**src/rtl/mc_seq_controller.sv**
```systemverilog
// Multicycle ARM sequencing controller: merged decode, condition check and main FSM,
// with an iterative multiply handshake guarded by a timeout.
module mc_seq_controller #(
    parameter bit ENABLE_MUL  = 1'b1,
    parameter int MUL_TIMEOUT = 64
) (
    input  logic        clk,
    input  logic        reset,
    input  logic [31:0] Instr,
    input  logic [3:0]  ALUFlags,
    input  logic        MulDone,
    output logic        PCWrite,
    output logic        MemWrite,
    output logic        RegWrite,
    output logic        IRWrite,
    output logic        AdrSrc,
    output logic [1:0]  RegSrc,
    output logic        MulRead,
    output logic        WA3Src,
    output logic [1:0]  ALUSrcA,
    output logic [1:0]  ALUSrcB,
    output logic [1:0]  ResultSrc,
    output logic [1:0]  ImmSrc,
    output logic [2:0]  ALUControl,
    output logic        MulStart,
    output logic        MulSigned,
    output logic        MulHi,
    output logic        Fault
);

    // state    | meaning
    // FETCH    | read instruction at PC, PC += 4
    // DECODE   | evaluate condition, pick instruction path
    // EXECR    | ALU op with register operand B
    // EXECI    | ALU op with immediate operand B
    // ALUWB    | write ALU result to Rd (or PC)
    // MEMADR   | compute load/store address
    // MEMRD    | read data memory
    // MEMWB    | write loaded data to Rd (or PC)
    // MEMWR    | write data memory
    // BRANCH   | PC = PC + offset
    // MULSTART | issue start pulse to the multiply unit
    // MULWAIT  | wait for MulDone or timeout
    // MULWB    | write low / only product word
    // MULWBH   | write high product word (long multiplies)
    typedef enum logic [3:0] {
        S_FETCH, S_DECODE, S_EXECR, S_EXECI, S_ALUWB, S_MEMADR, S_MEMRD,
        S_MEMWB, S_MEMWR, S_BRANCH, S_MULSTART, S_MULWAIT, S_MULWB, S_MULWBH
    } state_t;

    localparam logic [9:0] TMO_LOAD = 10'(MUL_TIMEOUT - 1);

    state_t     state, next_state;
    logic [3:0] flags;
    logic       cond_ex, cond_now;
    logic [9:0] tmo_cnt;

    logic [1:0] op;
    logic [3:0] cmd;
    logic [2:0] mul_kind;
    logic       imm_i, s_bit, rd15, is_cmp, upd_cv;
    logic       is_mul_enc, is_mul, mul_long, mul_signed, dp_ok, undef;
    logic [2:0] dp_ctl;
    logic       unused_bits;

    assign op         = Instr[27:26];
    assign imm_i      = Instr[25];
    assign cmd        = Instr[24:21];
    assign s_bit      = Instr[20];
    assign rd15       = (Instr[15:12] == 4'hF);
    assign mul_kind   = Instr[23:21];
    assign is_mul_enc = (op == 2'b00) && (Instr[25:24] == 2'b00) && (Instr[7:4] == 4'b1001);
    assign is_mul     = is_mul_enc && ENABLE_MUL &&
                        ((mul_kind == 3'b000) || (mul_kind == 3'b100) || (mul_kind == 3'b110));
    assign mul_long   = mul_kind[2];
    assign mul_signed = (mul_kind == 3'b110);
    assign is_cmp     = (cmd == 4'b1010);
    assign upd_cv     = (cmd == 4'b0100) || (cmd == 4'b0010) || is_cmp;
    assign undef      = (op == 2'b11) || (is_mul_enc && !is_mul) ||
                        ((op == 2'b00) && !is_mul_enc && !dp_ok);
    assign unused_bits = ^{Instr[19:16], Instr[11:8], Instr[3:0]};

    always_comb begin
        dp_ok  = 1'b1;
        dp_ctl = 3'b000;
        case (cmd)
            4'b0000: dp_ctl = 3'b010;
            4'b0001: dp_ctl = 3'b100;
            4'b0010: dp_ctl = 3'b001;
            4'b0100: dp_ctl = 3'b000;
            4'b1100: dp_ctl = 3'b011;
            4'b1101: dp_ctl = 3'b101;
            4'b1010: dp_ctl = 3'b001;
            default: dp_ok  = 1'b0;
        endcase
    end

    // flags = {N,Z,C,V}
    always_comb begin
        cond_now = 1'b0;
        case (Instr[31:28])
            4'h0: cond_now = flags[2];
            4'h1: cond_now = !flags[2];
            4'h2: cond_now = flags[1];
            4'h3: cond_now = !flags[1];
            4'h4: cond_now = flags[3];
            4'h5: cond_now = !flags[3];
            4'h6: cond_now = flags[0];
            4'h7: cond_now = !flags[0];
            4'h8: cond_now = flags[1] && !flags[2];
            4'h9: cond_now = !flags[1] || flags[2];
            4'hA: cond_now = (flags[3] == flags[0]);
            4'hB: cond_now = (flags[3] != flags[0]);
            4'hC: cond_now = !flags[2] && (flags[3] == flags[0]);
            4'hD: cond_now = flags[2] || (flags[3] != flags[0]);
            4'hE: cond_now = 1'b1;
            default: cond_now = 1'b0;
        endcase
    end

    always_ff @(posedge clk) begin
        if (reset) begin
            state   <= S_FETCH;
            flags   <= 4'b0000;
            cond_ex <= 1'b0;
            tmo_cnt <= 10'd0;
        end else begin
            state <= next_state;
            if (state == S_DECODE)
                cond_ex <= cond_now;
            // timeout is a down-counter: terminal count 0 marks the last allowed wait cycle
            if (state == S_MULSTART)
                tmo_cnt <= TMO_LOAD;
            else if ((state == S_MULWAIT) && (tmo_cnt != 10'd0))
                tmo_cnt <= tmo_cnt - 10'd1;
            if (((state == S_EXECR) || (state == S_EXECI)) && cond_ex && (s_bit || is_cmp)) begin
                flags[3:2] <= ALUFlags[3:2];
                if (upd_cv)
                    flags[1:0] <= ALUFlags[1:0];
            end
        end
    end

    always_comb begin
        next_state = state;
        PCWrite    = 1'b0;
        MemWrite   = 1'b0;
        RegWrite   = 1'b0;
        IRWrite    = 1'b0;
        AdrSrc     = 1'b0;
        RegSrc     = 2'b00;
        MulRead    = 1'b0;
        WA3Src     = 1'b0;
        ALUSrcA    = 2'b00;
        ALUSrcB    = 2'b00;
        ResultSrc  = 2'b00;
        ImmSrc     = 2'b00;
        ALUControl = 3'b000;
        MulStart   = 1'b0;
        MulSigned  = 1'b0;
        MulHi      = 1'b0;
        Fault      = 1'b0;
        case (state)
            S_FETCH: begin
                IRWrite    = 1'b1;
                PCWrite    = 1'b1;
                ALUSrcA    = 2'b01;
                ALUSrcB    = 2'b10;
                ResultSrc  = 2'b10;
                next_state = S_DECODE;
            end
            S_DECODE: begin
                ALUSrcA   = 2'b01;
                ALUSrcB   = 2'b10;
                ResultSrc = 2'b10;
                ImmSrc    = op;
                if (undef) begin
                    Fault      = 1'b1;
                    next_state = S_FETCH;
                end else if (!cond_now)  next_state = S_FETCH;
                else if (is_mul)         next_state = S_MULSTART;
                else if (op == 2'b01)    next_state = S_MEMADR;
                else if (op == 2'b10)    next_state = S_BRANCH;
                else if (imm_i)          next_state = S_EXECI;
                else                     next_state = S_EXECR;
            end
            S_EXECR, S_EXECI: begin
                ALUSrcB    = (state == S_EXECI) ? 2'b01 : 2'b00;
                ALUControl = dp_ctl;
                next_state = is_cmp ? S_FETCH : S_ALUWB;
            end
            S_ALUWB: begin
                PCWrite    = cond_ex && rd15;
                RegWrite   = cond_ex && !rd15;
                next_state = S_FETCH;
            end
            S_MEMADR: begin
                ALUSrcB    = 2'b01;
                next_state = s_bit ? S_MEMRD : S_MEMWR;
            end
            S_MEMRD: begin
                AdrSrc     = 1'b1;
                next_state = S_MEMWB;
            end
            S_MEMWB: begin
                AdrSrc     = 1'b1;
                ResultSrc  = 2'b01;
                PCWrite    = cond_ex && rd15;
                RegWrite   = cond_ex && !rd15;
                next_state = S_FETCH;
            end
            S_MEMWR: begin
                AdrSrc     = 1'b1;
                MemWrite   = cond_ex;
                next_state = S_FETCH;
            end
            S_BRANCH: begin
                ALUSrcB    = 2'b01;
                ImmSrc     = 2'b10;
                ResultSrc  = 2'b10;
                PCWrite    = cond_ex;
                next_state = S_FETCH;
            end
            S_MULSTART: begin
                MulRead    = 1'b1;
                MulStart   = 1'b1;
                MulSigned  = mul_signed;
                next_state = S_MULWAIT;
            end
            S_MULWAIT: begin
                MulRead = 1'b1;
                if (MulDone)
                    next_state = S_MULWB;
                else if (tmo_cnt == 10'd0) begin
                    Fault      = 1'b1;
                    next_state = S_FETCH;
                end
            end
            S_MULWB: begin
                ResultSrc  = 2'b11;
                RegWrite   = cond_ex;
                WA3Src     = !mul_long;
                next_state = mul_long ? S_MULWBH : S_FETCH;
            end
            S_MULWBH: begin
                ResultSrc  = 2'b11;
                MulHi      = 1'b1;
                WA3Src     = 1'b1;
                RegWrite   = cond_ex;
                next_state = S_FETCH;
            end
            default: next_state = S_FETCH;
        endcase
        if (reset) begin
            PCWrite  = 1'b0;
            MemWrite = 1'b0;
            RegWrite = 1'b0;
            IRWrite  = 1'b0;
            MulStart = 1'b0;
            Fault    = 1'b0;
        end
    end

endmodule

```
**config.mk**
```make
export PLATFORM = sky130hd
export DESIGN_NAME = mc_seq_controller
export DESIGN_NICKNAME = d
export VERILOG_FILES = /design/src/rtl/mc_seq_controller.sv
export SDC_FILE = /design/constraint.sdc
export NUM_CORES = 1
export LEC_CHECK = 0
export ABC_AREA = 0
export CELL_PAD_IN_SITES_DETAIL_PLACEMENT = 0
export CELL_PAD_IN_SITES_GLOBAL_PLACEMENT = 2
export CORE_UTILIZATION = 26
export DETAILED_ROUTE_END_ITERATION = 8
export GPL_TIMING_DRIVEN = 1
export HOLD_SLACK_MARGIN = 0.12
export PLACE_DENSITY = 0.91
export SYNTH_ARGS = -nofsm -noshare
export SYNTH_HDL_FRONTEND = slang
export SYNTH_SLANG_ARGS = --single-unit
```
**constraint.sdc**
```tcl
create_clock -name clk -period 4.2 [get_ports clk]
set_input_delay 0.42 -clock clk [delete_from_list [all_inputs] [get_ports clk]]
set_output_delay 0.42 -clock clk [all_outputs]
set_load 0.05 [all_outputs]
```
; Word level (Yosys, flattened, before mapping)
; Cells that the tools add are included.
[classes]
eq_ne = 43
mux = 43
addsub = 1
n_reduce_logical = 53
[ops]
columns = op, n
row1 = $eq A4 B4 Y1 const B, 18
row2 = $eq A4 B3 Y1 const B, 9
row3 = $mux W4, 9
row4 = $pmux W4 S8, 1
row5 = $eq A4 B2 Y1 const B, 5
row6 = $mux W1, 20
row7 = $reduce_or A2 Y1, 8
row8 = $pmux W1 S15, 1
row9 = $pmux W3 S5, 1
row10 = $logic_and A1 B1 Y1, 13
row11 = $eq A4 B1 Y1 const B, 3
row12 = $logic_not A4 Y1, 3
row13 = $mux W6, 2
row14 = $pmux W2 S3, 2
row15 = $logic_not A10 Y1, 1
row16 = $logic_or A1 B1 Y1, 10
row17 = $reduce_bool A10 Y1, 1
row18 = $sub A10 B1 Y10 const B, 1
row19 = $logic_not A1 Y1, 9
row20 = $reduce_or A7 Y1, 1
row21 = $eq A3 B3 Y1 const B, 2
row22 = $mux W3, 2
row23 = $pmux W1 S2, 3
row24 = $reduce_or A3 Y1, 2
row25 = 11 further kinds, 13
[word_totals]
register_bits = 19
out_inout_bits = 24
word_cells = 146
inputBits = 39

; Logic depth before layout (Yosys ltp)
[depth]
ltp_word = 11
ltp_mapped = 8
mapped_depth_nobuf = 8

; Worst setup path before layout
; No wires, ideal clock.
[synth_path]
path_kind = register to output
from = register state[3]
to = output port ALUControl[2]
arrival_ns = 2.454
n_path_buf = 1
stages_incl_launch_ff = 5
required_ns = 3.780
path_slack_ns = 1.326
path_cell_list = dfxtp_1 -> buf_4 -> and2b_1 -> nand2_1 -> nor4b_1
[synth_between]
elab_chain_cells = 3
elab_cells_between_ends = 4
cone_classes = eq/ne (2) / mux (1) / reduce/logical (1)
[synth_lines]
columns = element, line_no
row1 = from (decl), 53  ; state_t state, next_state;
row2 = from (signal assigned), 128  ; state <= next_state;
row3 = $eq A4 B2 Y1, 163  ; case (state)
row4 = $reduce_or A2 Y1 *, 163
row5 = $mux W3 *, 163
row6 = to (decl), 24  ; output logic [2:0] ALUControl,
; Every way passes the cells marked *; elsewhere a longest branch is shown, timed or not.

; Worst setup path after layout
[layout_path]
from = register tmo_cnt[0]
to = output port Fault
[layout_between]
elab_chain_cells = 5
[layout_lines]
columns = element, line_no
row1 = from (decl), 56  ; logic [9:0] tmo_cnt;
row2 = from (signal assigned), 135  ; tmo_cnt <= tmo_cnt - 10'd1;
row3 = $logic_not A10 Y1, 234  ; else if (tmo_cnt == 10'd0) begin
row4 = $mux W1, 234
row5 = $mux W1, 232  ; if (MulDone)
row6 = $pmux W1 S2, 163
row7 = $mux W1, 254  ; if (reset) begin
row8 = to (decl), 28  ; output logic Fault
; Every way passes these cells.

==> out/results.txt <==
Global-route wire length before repair: 6927 um
Detail-routed via count per cell: 5.099
Die ar.: 6833 sq um
Register bit count reported by yosys: 19
DRC violation total after the first TritonRoute iteration: 69
Max-capacitance violation count: 0
Number of buffers inserted by hold repair at cts: 0
Path type of the worst setup path: reg2out
Antenna violations before repair: 0
Final Hold Viols: 0
Relative slew slack: 0.5884
Worst hold path startpoint: tmo_cnt[3]
Placer's final routability congestion estimate: 0.7841
Row count: 29
Count of input and output buffers: 47
Nature of the critical path startpoint: flop
Worst setup timing slack at the placement stage: 852.9 ps
Number of global-route vias before repair: 1,504
Post-synthesis instance area: 1692 sq um
Die boundary width: 82.66 um
Setup repair after global routing missed its margin: false
Number of failing setup endpoints in the final timing report: 0
Ys flop type: sky130_fd_sc_hd__dfxtp_1
Fraction of final layout cells with drive strength greater than 1: 0.06641
Achievable clock frequency: 298.9 MHz
Crit-path max FO: 5
Measured slew at the worst slew-check pin: 608.8 ps
CTS Buffer Depth: 2
Minimum setup slack in the final design: 854.3 ps
Type of the worst min-delay path: reg2reg
Highest-count cells in the layout ignoring fill and taps: sky130_fd_sc_hd__clkdlybuf4s50_1 (47), sky130_fd_sc_hd__nor2_1 (21), sky130_fd_sc_hd__dfxtp_1 (19)
Ratio of final minimum period to clock period: 0.7966
DP HPWL: 3301 um
Total number of vias: 1,698
CTS tree: yes
Number of warnings printed during yosys synthesis: 0
Final global-route overflow total: 0
Synthesized area per cell: 7.832 sq um
Accumulated negative setup slack: 0 ps
Leading cell type in the layout, fill and taps excluded: sky130_fd_sc_hd__clkdlybuf4s50_1
Endpoint arrival time on the critical path: 2930 ps
Height of the die: 82.66 um
Post-CTS Resized: 0
Core footprint: 6314 sq um
Synthesized netlist cell count: 216
Clock latency on the worst-skew pair: 260 ps
Crit path capture type: primary output
Residual antenna-violating net count after detailed routing: 0
Proportion of register bits with asynchronous set or reset after synthesis: 0
EDFF count, synth: 0
Starting utilization of the core area: 0.2679
Time the worst path needs with I/O delays and setup: 3346 ps
CTS sink count: 19
PnR Total Power: 0.5559 mW
Data required, critical path: 3780 ps
Distinct cells, synth: 60
Number of setup buffers added after CTS: 0
Worst vdd rail ir drop: 0.0001580 V
Wire length reported by the detailed router: 4267 um
Status: completed
Total CTS buffers: 3
Diode count: 0
Detailed-routing iteration count for the pre-antenna-repair pass: 4
Final max-slew violation count: 0
Areal power density over the cells: 247.8 nW/um^2
Routed wirelength normalized by instance count: 12.81 um
Synthesis-to-layout area growth: 32.62%
Boundary pin count: 63
Pin count of the biggest net entering global routing: 21
Clock slew seen by the registers of the worst setup and hold paths: 70 ps
Startpoint of the worst setup timing path: tmo_cnt[0]
Final Skew: 1.154 ps
Drt drc: 0
Leakage power figure: 0.8769 nW
Root buffer selected by CTS: sky130_fd_sc_hd__clkbuf_8
Total routing resource utilization after global routing: 0.1292
Critical R2R Launch: tmo_cnt[0]
H-tree Lvls: 1
Register area share after synthesis: 0.2249
Nets: 302
## cell usage after synthesis, types with 4 or more instances
cell,count,area share
sky130_fd_sc_hd__nor2_1,21,0.047
sky130_fd_sc_hd__dfxtp_1,19,0.22
sky130_fd_sc_hd__nand2_1,16,0.036
sky130_fd_sc_hd__a21oi_1,14,0.041
sky130_fd_sc_hd__inv_1,9,0.020
sky130_fd_sc_hd__nand3_1,9,0.027
sky130_fd_sc_hd__nor3_1,9,0.027
sky130_fd_sc_hd__o21ai_0,8,0.024
sky130_fd_sc_hd__xnor2_1,7,0.036
sky130_fd_sc_hd__buf_4,6,0.027
sky130_fd_sc_hd__ha_1,6,0.044
sky130_fd_sc_hd__nand2b_1,6,0.022
sky130_fd_sc_hd__nor2b_1,6,0.022
sky130_fd_sc_hd__clkbuf_1,5,0.011
sky130_fd_sc_hd__mux2i_1,5,0.030
sky130_fd_sc_hd__nor4b_1,5,0.026
sky130_fd_sc_hd__buf_2,4,0.012
sky130_fd_sc_hd__xor2_1,4,0.021
## critical path: stages, from the launching register on
cell,delay [ps]
sky130_fd_sc_hd__dfxtp_1,340
sky130_fd_sc_hd__inv_1,90
sky130_fd_sc_hd__ha_1,250
sky130_fd_sc_hd__nor4b_1,540
sky130_fd_sc_hd__nand3_1,190
sky130_fd_sc_hd__o32a_1,370
sky130_fd_sc_hd__nor2_1,90
sky130_fd_sc_hd__clkdlybuf4s50_1,800
## per-stage QoR
step | instances | util | instance area, sq um | hold slack (ps)
after floorplan | 218 | - | 1699 | 470.7
after global placement | 329 | 0.3480 | 2197 | 485.6
after detailed placement | 329 | 0.3480 | 2197 | 487.0
after CTS | 333 | 0.3553 | 2243 | 497.8
after global routing | 333 | 0.3553 | 2243 | 514.4
final | 333 | 0.3553 | 2243 | 495.1
## sequential cells by signal, summed over array words and instances (netlist names)
register	flops
tmo_cnt	10
flags	4
state	4
cond_ex	1
## cells by family after synthesis
group | after synthesis | share of synthesized area
fa+ha+maj | 6 | 0.04438
mux | 5 | 0.02959
compound gates | 48 | 0.2130
simple gates | 101 | 0.3572
flops | 19 | 0.2248
buf+inv | 25 | 0.07174
other cells | 1 | 0.002217
xor+xnor | 11 | 0.05695
## cell type report
class	instances	area [sq um]
clock buffer	3	41.29
clock inverter	1	5.005
fill	683	4070
inverter	10	37.54
multi-input combinational	174	1197
sequential	19	380.4
tap	77	96.34
timing repair buffer	49	485.5
## metal layers
metal	GRT usage	vias to the layer above	share of wire
li1	-	874	-
met1	0.1794	784	0.50
met2	0.2074	35	0.44
met3	0.01648	5	0.043
met4	0.03621	0	0.011
met5	0	-	0
## worst paths after layout
check          endpoint  slack, ps  depth (start not counted)
max               Fault        850                          7
min          tmo_cnt[3]        500                          2
max reg2reg    state[1]       2030                          7
min reg2reg  tmo_cnt[3]        500                          2
## power by group
group	internal [mW]	total, mW	leakage (nW)	switching, mW
logic	0.0858	0.219	0.698	0.134
registers	0.186	0.207	0.154	0.0206
clock network	0.0661	0.130	0.0255	0.0636
total	0.338	0.556	0.877	0.218
No activity file was read; power rests on OpenSTA's default activity.
